### config.mk
export PLATFORM = sky130hd
export DESIGN_NAME = seg7_scan_ctrl
export DESIGN_NICKNAME = d
export VERILOG_FILES = /design/src/rtl/seg7_pkg.sv /design/src/rtl/seg7_hex_decode.sv /design/src/rtl/seg7_scan_ctrl.sv
export SDC_FILE = /design/constraint.sdc
export NUM_CORES = 1
export LEC_CHECK = 0
export ABC_AREA = 1
export BUFFER_PORTS_ARGS = -buffer_cell sky130_fd_sc_hd__buf_2
export CAP_MARGIN = 10
export CORE_MARGIN = 2
export CORE_UTILIZATION = 55
export DETAILED_ROUTE_END_ITERATION = 16
export PLACE_DENSITY = 0.73
export SLEW_MARGIN = 20
export SYNTH_ARGS = -nofsm -noshare
export SYNTH_HDL_FRONTEND = slang
export SYNTH_SLANG_ARGS = --single-unit
### constraint.sdc
create_clock -name clk -period 2.5 [get_ports clk]
set_clock_uncertainty 0.1 [all_clocks]
set_input_delay 0.375 -clock clk [delete_from_list [all_inputs] [get_ports clk]]
set_output_delay 0.375 -clock clk [all_outputs]
set_load 0.02 [all_outputs]
### src/rtl/seg7_pkg.sv
// seg7_pkg: register map, CTRL field positions and hex segment table for seg7_scan_ctrl
package seg7_pkg;
  localparam logic [1:0] ADDR_DATA = 2'd0;
  localparam logic [1:0] ADDR_DPR = 2'd1;
  localparam logic [1:0] ADDR_CTRL = 2'd2;
  localparam logic [1:0] ADDR_BRIGHT = 2'd3;
  localparam int CTRL_EN = 0;
  localparam int CTRL_LZS = 1;
  localparam int CTRL_BLANK = 8;
  localparam logic [4:0] BRIGHT_MAX = 5'd16;

  function automatic logic [6:0] hex7(input logic [3:0] n);
    case (n)
      4'h0: return 7'h3F;
      4'h1: return 7'h06;
      4'h2: return 7'h5B;
      4'h3: return 7'h4F;
      4'h4: return 7'h66;
      4'h5: return 7'h6D;
      4'h6: return 7'h7D;
      4'h7: return 7'h07;
      4'h8: return 7'h7F;
      4'h9: return 7'h6F;
      4'hA: return 7'h77;
      4'hB: return 7'h7C;
      4'hC: return 7'h39;
      4'hD: return 7'h5E;
      4'hE: return 7'h79;
      default: return 7'h71;
    endcase
  endfunction

  function automatic logic [31:0] lane_mask(input logic [3:0] be);
    return {{8{be[3]}}, {8{be[2]}}, {8{be[1]}}, {8{be[0]}}};
  endfunction
endpackage

### src/rtl/seg7_hex_decode.sv
// seg7_hex_decode: hex nibble to active-high {G,F,E,D,C,B,A} segment pattern
module seg7_hex_decode
  import seg7_pkg::*;
(
  input  logic [3:0] nib,
  output logic [6:0] pat
);
  assign pat = hex7(nib);
endmodule

### src/rtl/seg7_scan_ctrl.sv
// seg7_scan_ctrl: memory-mapped multiplexed seven-segment controller with PWM, blanking, LZS and frame shadow
module seg7_scan_ctrl
  import seg7_pkg::*;
#(
  parameter int NUM_DIGITS = 8,
  parameter int SCAN_DIV = 50000,
  parameter bit SEG_ACTIVE_LOW = 1,
  parameter bit SEL_ACTIVE_LOW = 1
) (
  input  logic                  clk,
  input  logic                  RST,
  input  logic [1:0]            Addr,
  input  logic [31:0]           WD,
  input  logic                  Wr,
  input  logic [3:0]            BE,
  output logic [31:0]           RD,
  output logic [7:0]            seg,
  output logic [NUM_DIGITS-1:0] sel
);
  localparam int N = NUM_DIGITS;
  localparam int S = SCAN_DIV / 16;
  localparam int SW = S > 1 ? $clog2(S) : 1;
  localparam int IW = N > 1 ? $clog2(N) : 1;
  logic [4*N-1:0] data, data_n, data_s;
  logic [N-1:0] dpr, dpr_n, dpr_s, blank, blank_n, blank_s;
  logic en, en_n, lzs, lzs_n, lzs_s;
  logic [4:0] bright, bright_n, bright_s;
  logic [SW-1:0] sub;
  logic [3:0] phase, nib;
  logic [IW-1:0] idx;
  logic [31:0] mask;
  logic [N:0] hi_nz;
  logic [6:0] pat;
  logic wr_d, wr_p, wr_c, wr_b, slot_end, wrap, lit;

  assign mask = lane_mask(BE);
  assign wr_d = Wr && Addr == ADDR_DATA;
  assign wr_p = Wr && Addr == ADDR_DPR;
  assign wr_c = Wr && Addr == ADDR_CTRL;
  assign wr_b = Wr && Addr == ADDR_BRIGHT;

  always_comb begin
    data_n = wr_d ? (data & ~mask[4*N-1:0]) | (WD[4*N-1:0] & mask[4*N-1:0]) : data;
    dpr_n = wr_p ? (dpr & ~mask[N-1:0]) | (WD[N-1:0] & mask[N-1:0]) : dpr;
    blank_n = wr_c ? (blank & ~mask[CTRL_BLANK +: N]) | (WD[CTRL_BLANK +: N] & mask[CTRL_BLANK +: N]) : blank;
    en_n = wr_c && BE[0] ? WD[CTRL_EN] : en;
    lzs_n = wr_c && BE[0] ? WD[CTRL_LZS] : lzs;
    bright_n = wr_b && BE[0] ? (WD[4:0] > BRIGHT_MAX ? BRIGHT_MAX : WD[4:0]) : bright;
  end

  assign RD = Addr == ADDR_DATA ? 32'(data) :
              Addr == ADDR_DPR  ? 32'(dpr) :
              Addr == ADDR_CTRL ? (32'(en) << CTRL_EN) | (32'(lzs) << CTRL_LZS) | (32'(blank) << CTRL_BLANK) :
                                  32'(bright);

  always_comb begin
    hi_nz = '0;
    for (int i = N - 1; i >= 0; i--) hi_nz[i] = hi_nz[i+1] | (|data_s[4*i +: 4]);
  end

  assign slot_end = sub == SW'(S - 1) && phase == 4'hF;
  assign wrap = en && slot_end && idx == IW'(N - 1);
  assign nib = data_s[4*idx +: 4];
  assign lit = en && en_n && ({1'b0, phase} < bright_s) && !blank_s[idx] && !(lzs_s && idx != '0 && !hi_nz[idx]);

  seg7_hex_decode u_dec (
    .nib(nib),
    .pat(pat)
  );

  always_ff @(posedge clk) begin
    if (RST) begin
      {data, dpr, blank, en, lzs, bright} <= {{(4*N){1'b0}}, {N{1'b0}}, {N{1'b0}}, 1'b1, 1'b0, BRIGHT_MAX};
      {data_s, dpr_s, blank_s, lzs_s, bright_s} <= {{(4*N){1'b0}}, {N{1'b0}}, {N{1'b0}}, 1'b0, BRIGHT_MAX};
      sub <= '0;
      phase <= '0;
      idx <= '0;
      seg <= {8{SEG_ACTIVE_LOW}};
      sel <= {N{SEL_ACTIVE_LOW}};
    end else begin
      {data, dpr, blank, en, lzs, bright} <= {data_n, dpr_n, blank_n, en_n, lzs_n, bright_n};
      if (en_n && !en) {data_s, dpr_s, blank_s, lzs_s, bright_s} <= {data_n, dpr_n, blank_n, lzs_n, bright_n};
      else if (wrap) {data_s, dpr_s, blank_s, lzs_s, bright_s} <= {data, dpr, blank, lzs, bright};
      if (!en) begin
        sub <= '0;
        phase <= '0;
        idx <= '0;
      end else begin
        sub <= sub == SW'(S - 1) ? '0 : sub + 1'b1;
        phase <= sub == SW'(S - 1) ? phase + 1'b1 : phase;
        idx <= slot_end ? (idx == IW'(N - 1) ? '0 : idx + 1'b1) : idx;
      end
      seg <= (lit ? {dpr_s[idx], pat} : 8'h00) ^ {8{SEG_ACTIVE_LOW}};
      sel <= (lit ? N'(1) << idx : {N{1'b0}}) ^ {N{SEL_ACTIVE_LOW}};
    end
  end
endmodule
# Word-level counts from Yosys, hierarchy flattened
# Memories as Yosys holds them, arrays and structs flattened.
# Index checks and enable logic that the tools add are counted.
[word_totals]
memories = 1
latch_bits = 0
regBits = 144
romBits = 112
ram_bits = 0
in_bits = 41
elab_cells = 118
out_inout_bits = 48
[mem_list]
columns = ["memory", "depth", "word_bits", "read_ports", "rd_ports_with_merged_regs", "wr", "line", "rtl"]
rows = [
  ["(no name shown)", 16, 7, 1, 0, 0, "seg7_pkg.sv:13", "case (n)"],
]
[op_classes]
muxes = 29
div = 0
n_eq_ne = 6
mul = 0
magnitude_cmp = 4
shift = 2
n_addsub = 3
bitwise = 24
reduce_logical = 33
[ops]
columns = ["operator", "n"]
rows = [
  ["$mux W32", 4],
  ["$and A32 B32 Y32", 2],
  ["$mux W8", 8],
  ["$and A8 B8 Y8", 4],
  ["$mux W16", 2],
  ["$not A32 Y32", 1],
  ["$not A8 Y8", 4],
  ["$or A32 B32 Y32", 1],
  ["$reduce_or A4 Y1", 8],
  ["$shiftx A32 B6 Y4", 1],
  ["$mux W5", 4],
  ["$logic_and A1 B1 Y1", 16],
  ["$or A2 B16 Y16", 1],
  ["$or A8 B8 Y8", 2],
  ["$add A12 B1 Y12 const B", 1],
  ["$eq A12 B12 Y1 const B", 1],
  ["$bmux W1 S3", 3],
  ["$shl A1 B3 Y8 const A", 1],
  ["$mux W1", 7],
  ["$or A1 B1 Y1", 7],
  ["$gt A5 B5 Y1 const B", 1],
  ["$lt A3 B5 Y1 const B", 1],
  ["$lt A4 B5 Y1", 1],
  ["$add A4 B1 Y4 const B", 1],
  ["other kinds (15)", 19],
]

# Depth between registers and ports, before layout
[depth]
depth_word = 16
ltp_mapped = 15
ltp_nobuf = 14

# Cells and area by module
# A second synthesis with hierarchy kept.
[hier_totals]
cells_unflattened = 998
area_unflattened_um2 = 6920.4
[modules_own_cells]
columns = ["mod", "cells_per_inst", "n_inst", "area_per_inst_um2"]
rows = [
  ["seg7_scan_ctrl", 946, 1, 6650.1],
  ["seg7_hex_decode", 52, 1, 270.3],
]

# Worst setup path after synthesis
# Ideal clock, no wire load.
[synth_timing]
kind = "register -> register"
start = "register idx[1]"
end = "register seg[0]"
path_slack_ns = 0.638
period_less_slack_ns = 1.862
n_path_buf = 2
arrival_ns = 1.649
path_stages_with_launch = 15
t_required_ns = 2.287
path_cell_list = "dfxtp_1 -> buf_2 -> inv_1 -> buf_4 -> nand3_1 -> nand3_1 -> nand2_1 -> inv_1 -> ha_1 -> inv_1 -> nand3_1 -> nand2_1 -> nor2_1 -> nor2_1 -> nand2_1"
[synth_via]
elab_chain_len = 8
[synth_rtl]
columns = ["element", "line", "rtl"]
rows = [
  ["from (decl)", "seg7_scan_ctrl.sv:30", "logic [IW-1:0] idx;"],
  ["from (signal assigned)", "seg7_scan_ctrl.sv:91", "idx <= slot_end ? (idx == IW'(N - 1) ? '0 : idx + 1'b1) : idx;"],
  ["parallel branches: the longest is 6 deep, another holds $mem_v2 Z16 W7", "n/a", ""],
  ["$mux W8 *", "seg7_scan_ctrl.sv:93", "seg <= (lit ? {dpr_s[idx], pat} : 8'h00) ^ {8{SEG_ACTIVE_LOW}};"],
  ["$not A8 Y8 (no source line) *", "n/a", ""],
  ["to (signal assigned)", "seg7_scan_ctrl.sv:78", "seg <= {8{SEG_ACTIVE_LOW}};"],
  ["to (signal assigned)", "seg7_scan_ctrl.sv:93", ""],
  ["to (decl)", "seg7_scan_ctrl.sv:17", "output logic [7:0] seg,"],
]
# Every way passes the cells marked *. The select of a mux whose other input is x is not followed.
# A chain may end at the register's enable or synchronous reset.

# Final worst setup path
[layout_timing]
start = "register idx[0]"
end = "register seg[0]"
# Same word-level chain as after synthesis.

==> summary.txt <==
Layout
  • Commonest non-fill, non-tap cells in the layout: nand2_1, dfxtp_1, nor2_1, nand3_1, inv_1
  • Area growth from synthesis to final layout: 15.7%
  • Most common cell after layout, fill and taps aside: nand2_1
  • Post-route cell area: 8060 sq um
  • Ant. Diodes: 0
  • Share of layout cells above drive strength 1: 0.141
  • Final net count: 1145
  • Final Non-Filler Cells: 1272

STA
  • Final WS setup: 0.415 ns
  • Hold Violations, Final: 0
  • Final Max Slew Viols: 0
  • Slew @ Worst Pin: 1.11 ns
  • Total negative slack: 0 ns
  • Final-report setup violation count: 0
  • Final min period: 2.08 ns
  • Final worst-path cycle share: 0.834
  • Max Freq: 480 MHz
  • Hold_ws: 0.115 ns
  • Normalized max-slew margin: 0.260
  • RSZ-0062 raised after global routing: no

Logic synthesis
  • Sequential area share after synthesis: 0.414
  • Main area contributors after synthesis: dfxtp_1, nand2_1, nand3_1, nor2_1, inv_1
  • EDFF count, synth: 0
  • Async S/R FF share, synth: 0
  • Synth Flop Type: dfxtp_1
  • Synth warn: 0
  • Register bit count reported by yosys: 144
  • Post-synthesis adder-cell area fraction: 0.0305
  • Compound-cell area share of the yosys netlist: 0.126
  • Synth Area in XOR/XNOR: 0.00252
  • Multiplexer area fraction after synthesis: 0
  • Post-synth cell types: 36
  • Avg Inst Size Synth: 6.87 sq um
  • Synth Instances: 1014
  • Post-Syn Area: 6960 sq um
  • Post-Synth Simple-Gate Area: 0.328
  • Share of the synthesized area in the top cell type: 0.414
  • Largest family of logic cells by synthesized area: simple AND/OR/NAND/NOR gates
  • Synth area leader: dfxtp_1
  • Synthesized Nets: 1072

Clock network
  • H-tree depth: 4
  • Root Buffer: clkbuf_16
  • Worst-path clk slew: 0.06 ns
  • Clock Path Buffers: 2
  • CTS Hold Bufs: 0
  • Post-CTS setup buffers: 0
  • CTS tree: built
  • CTS Buf Count: 17
  • Post-CTS Resized: 0
  • # clock sinks: 144
  • Worst skew pair latency: 0.43 ns

Detailed routing
  • Drt drc: 0
  • Met1 WL: 8450 um
  • Final WL: 17400 um
  • Met3 routed WL: 1180 um
  • Drt first-iter violations: 608
  • Initial DRT Pass Iterations: 5
  • Vias after detailed routing: 6578
  • Avg WL per Cell: 13.6 um
  • Final ANT Viol Nets: 0
  • Via-to-Cell Ratio: 5.17
  • Met2 wire len: 7480 um
  • Top layer in use: met4

Worst hold path
  • Min-delay src: WD[23]
  • Hold crit path type: in2reg

Global route
  • First-pass GRT wire length: 28100 um
  • Total grt overflow: 0
  • Largest net degree at the start of global routing: 107
  • Number of global-route vias before repair: 5688
  • Gr usage total: 0.264
  • Initial antenna violation count: 0

Worst setup path
  • Crit path from: idx[0]$_SDFFE_PP0P_
  • R2R Path End: seg[0]$_SDFF_PP1_
  • Reg2Reg Launch Point: idx[0]$_SDFFE_PP0P_
  • CP max stage cell: dfxtp_1
  • Critical path startpoint category: flip-flop
  • Crit. path cell count: 13
  • Reg-to-reg setup timing slack: 0.42 ns
  • Kind of critical path: reg2reg
  • Crit path max fanout: 26
  • CP Cell Sequence: inv_2, nand2_1, nand3_1, nand3_1, nand2_1, inv_1, ha_1, inv_1, nand3_1, nand2_1, nor2_1, nor2_1, nand2_1
  • End of the critical path: seg[0]$_SDFF_PP1_
  • Worst path bufs/invs: 3
  • Delay-heaviest family, CP: simple AND/OR/NAND/NOR gates
  • Most frequent CP cell: nand2_1
  • WP data required: 2.72 ns
  • R2r worst-path depth: 13
  • Arrival @ worst endpoint: 2.31 ns
  • Worst path max stage delay: 0.34 ns
  • Worst setup EP type: flip-flop

Placement
  • Dpl cells: 1240
  • HPWL after DPL: 12500 um
  • Pre-CTS setup slack: 0.424 ns
  • RePlAce Congestion: 0.888
  • # port buffers: 88
  • Placed Area: 7480 sq um

Die
  • Core area: 12500 sq um
  • Die area: 13600 sq um
  • Num rows: 41
  • Die width: 117 um
  • Die Y-Extent: 117 um
  • Starting Density: 0.559
  • I/O pins: 89

Power and ir drop
  • Leak: 3.42 nW
  • Power per cell area: 637 nW/um^2
  • Peak supply drop: 0.621 mV

Run status
  • Status: finished, final reports clean

Flow run
  • Max-cap violations: 0
[tightest hold or removal path: stages]
cell and delay, ns:
buf_2 0.10, nor2_1 0.09, a211oi_1 0.04
[power breakdown]
group | total (W) | leakage, nW | switching (W) | internal [W]
Sequential | 0.00236 | 1.17 | 0.0000259 | 0.00233
Clock | 0.00250 | 0.282 | 0.000996 | 0.00150
Combinational | 0.000269 | 1.97 | 0.000185 | 0.0000845
Total | 0.00513 | 3.42 | 0.00121 | 0.00392
[cell type report]
class                      count  area, sq um
fill                        1161         4410
multi-input combinational    708         3390
sequential                   144         2880
timing repair buffer         103          556
clock buffer                  21          450
inverter                     113          429
tap                          172          215
clock inverter                11          130
[cells in the mapped netlist (7+ instances only)]
library cell,instances
a211oi_1,31
a21oi_1,75
buf_2,14
buf_6,7
clkbuf_1,27
dfxtp_1,144
ha_1,17
inv_1,106
nand2_1,267
nand3_1,118
nor2_1,121
nor3_1,7
o21ai_0,26
[cells by family after synthesis]
family | count (synthesis)
compound gates | 151
xor+xnor | 2
fa+ha+maj | 17
buf+inv | 162
flops | 144
simple gates | 538
[metal layers]
metal | track usage | vias to the layer above
met5 | 0 | -
met4 | 0.0754 | 0
met3 | 0.0618 | 22
met2 | 0.380 | 210
met1 | 0.393 | 2920
li1 | - | 3426
[registers in the layout, indices dropped and copies added, names as in the netlist]
signal    count
en            1
sub          12
blank         8
bright_s      5
data         32
data_s       32
lzs_s         1
phase         4
seg           8
bright        5
idx           3
dpr_s         8
sel           8
blank_s       8
lzs           1
dpr           8
[how the worst min path moves through the flow]
stage,end,depth (start not counted)
global placement,sub[0]$_SDFF_PP0_,1
floorplan,sub[0]$_SDFF_PP0_,1
detailed placement,sub[0]$_SDFF_PP0_,1
finish,data[23]$_SDFF_PP0_,3
global route,data[21]$_SDFF_PP0_,3
CTS,data[23]$_SDFF_PP0_,3
[through the flow]
stage               power [W]  utilization
CTS                   0.00515        0.646
floorplan             0.00257            -
global route          0.00530        0.646
global placement      0.00268        0.600
detailed placement    0.00268        0.600
finish                0.00513        0.646
No activity file was read; power rests on OpenSTA's default activity.
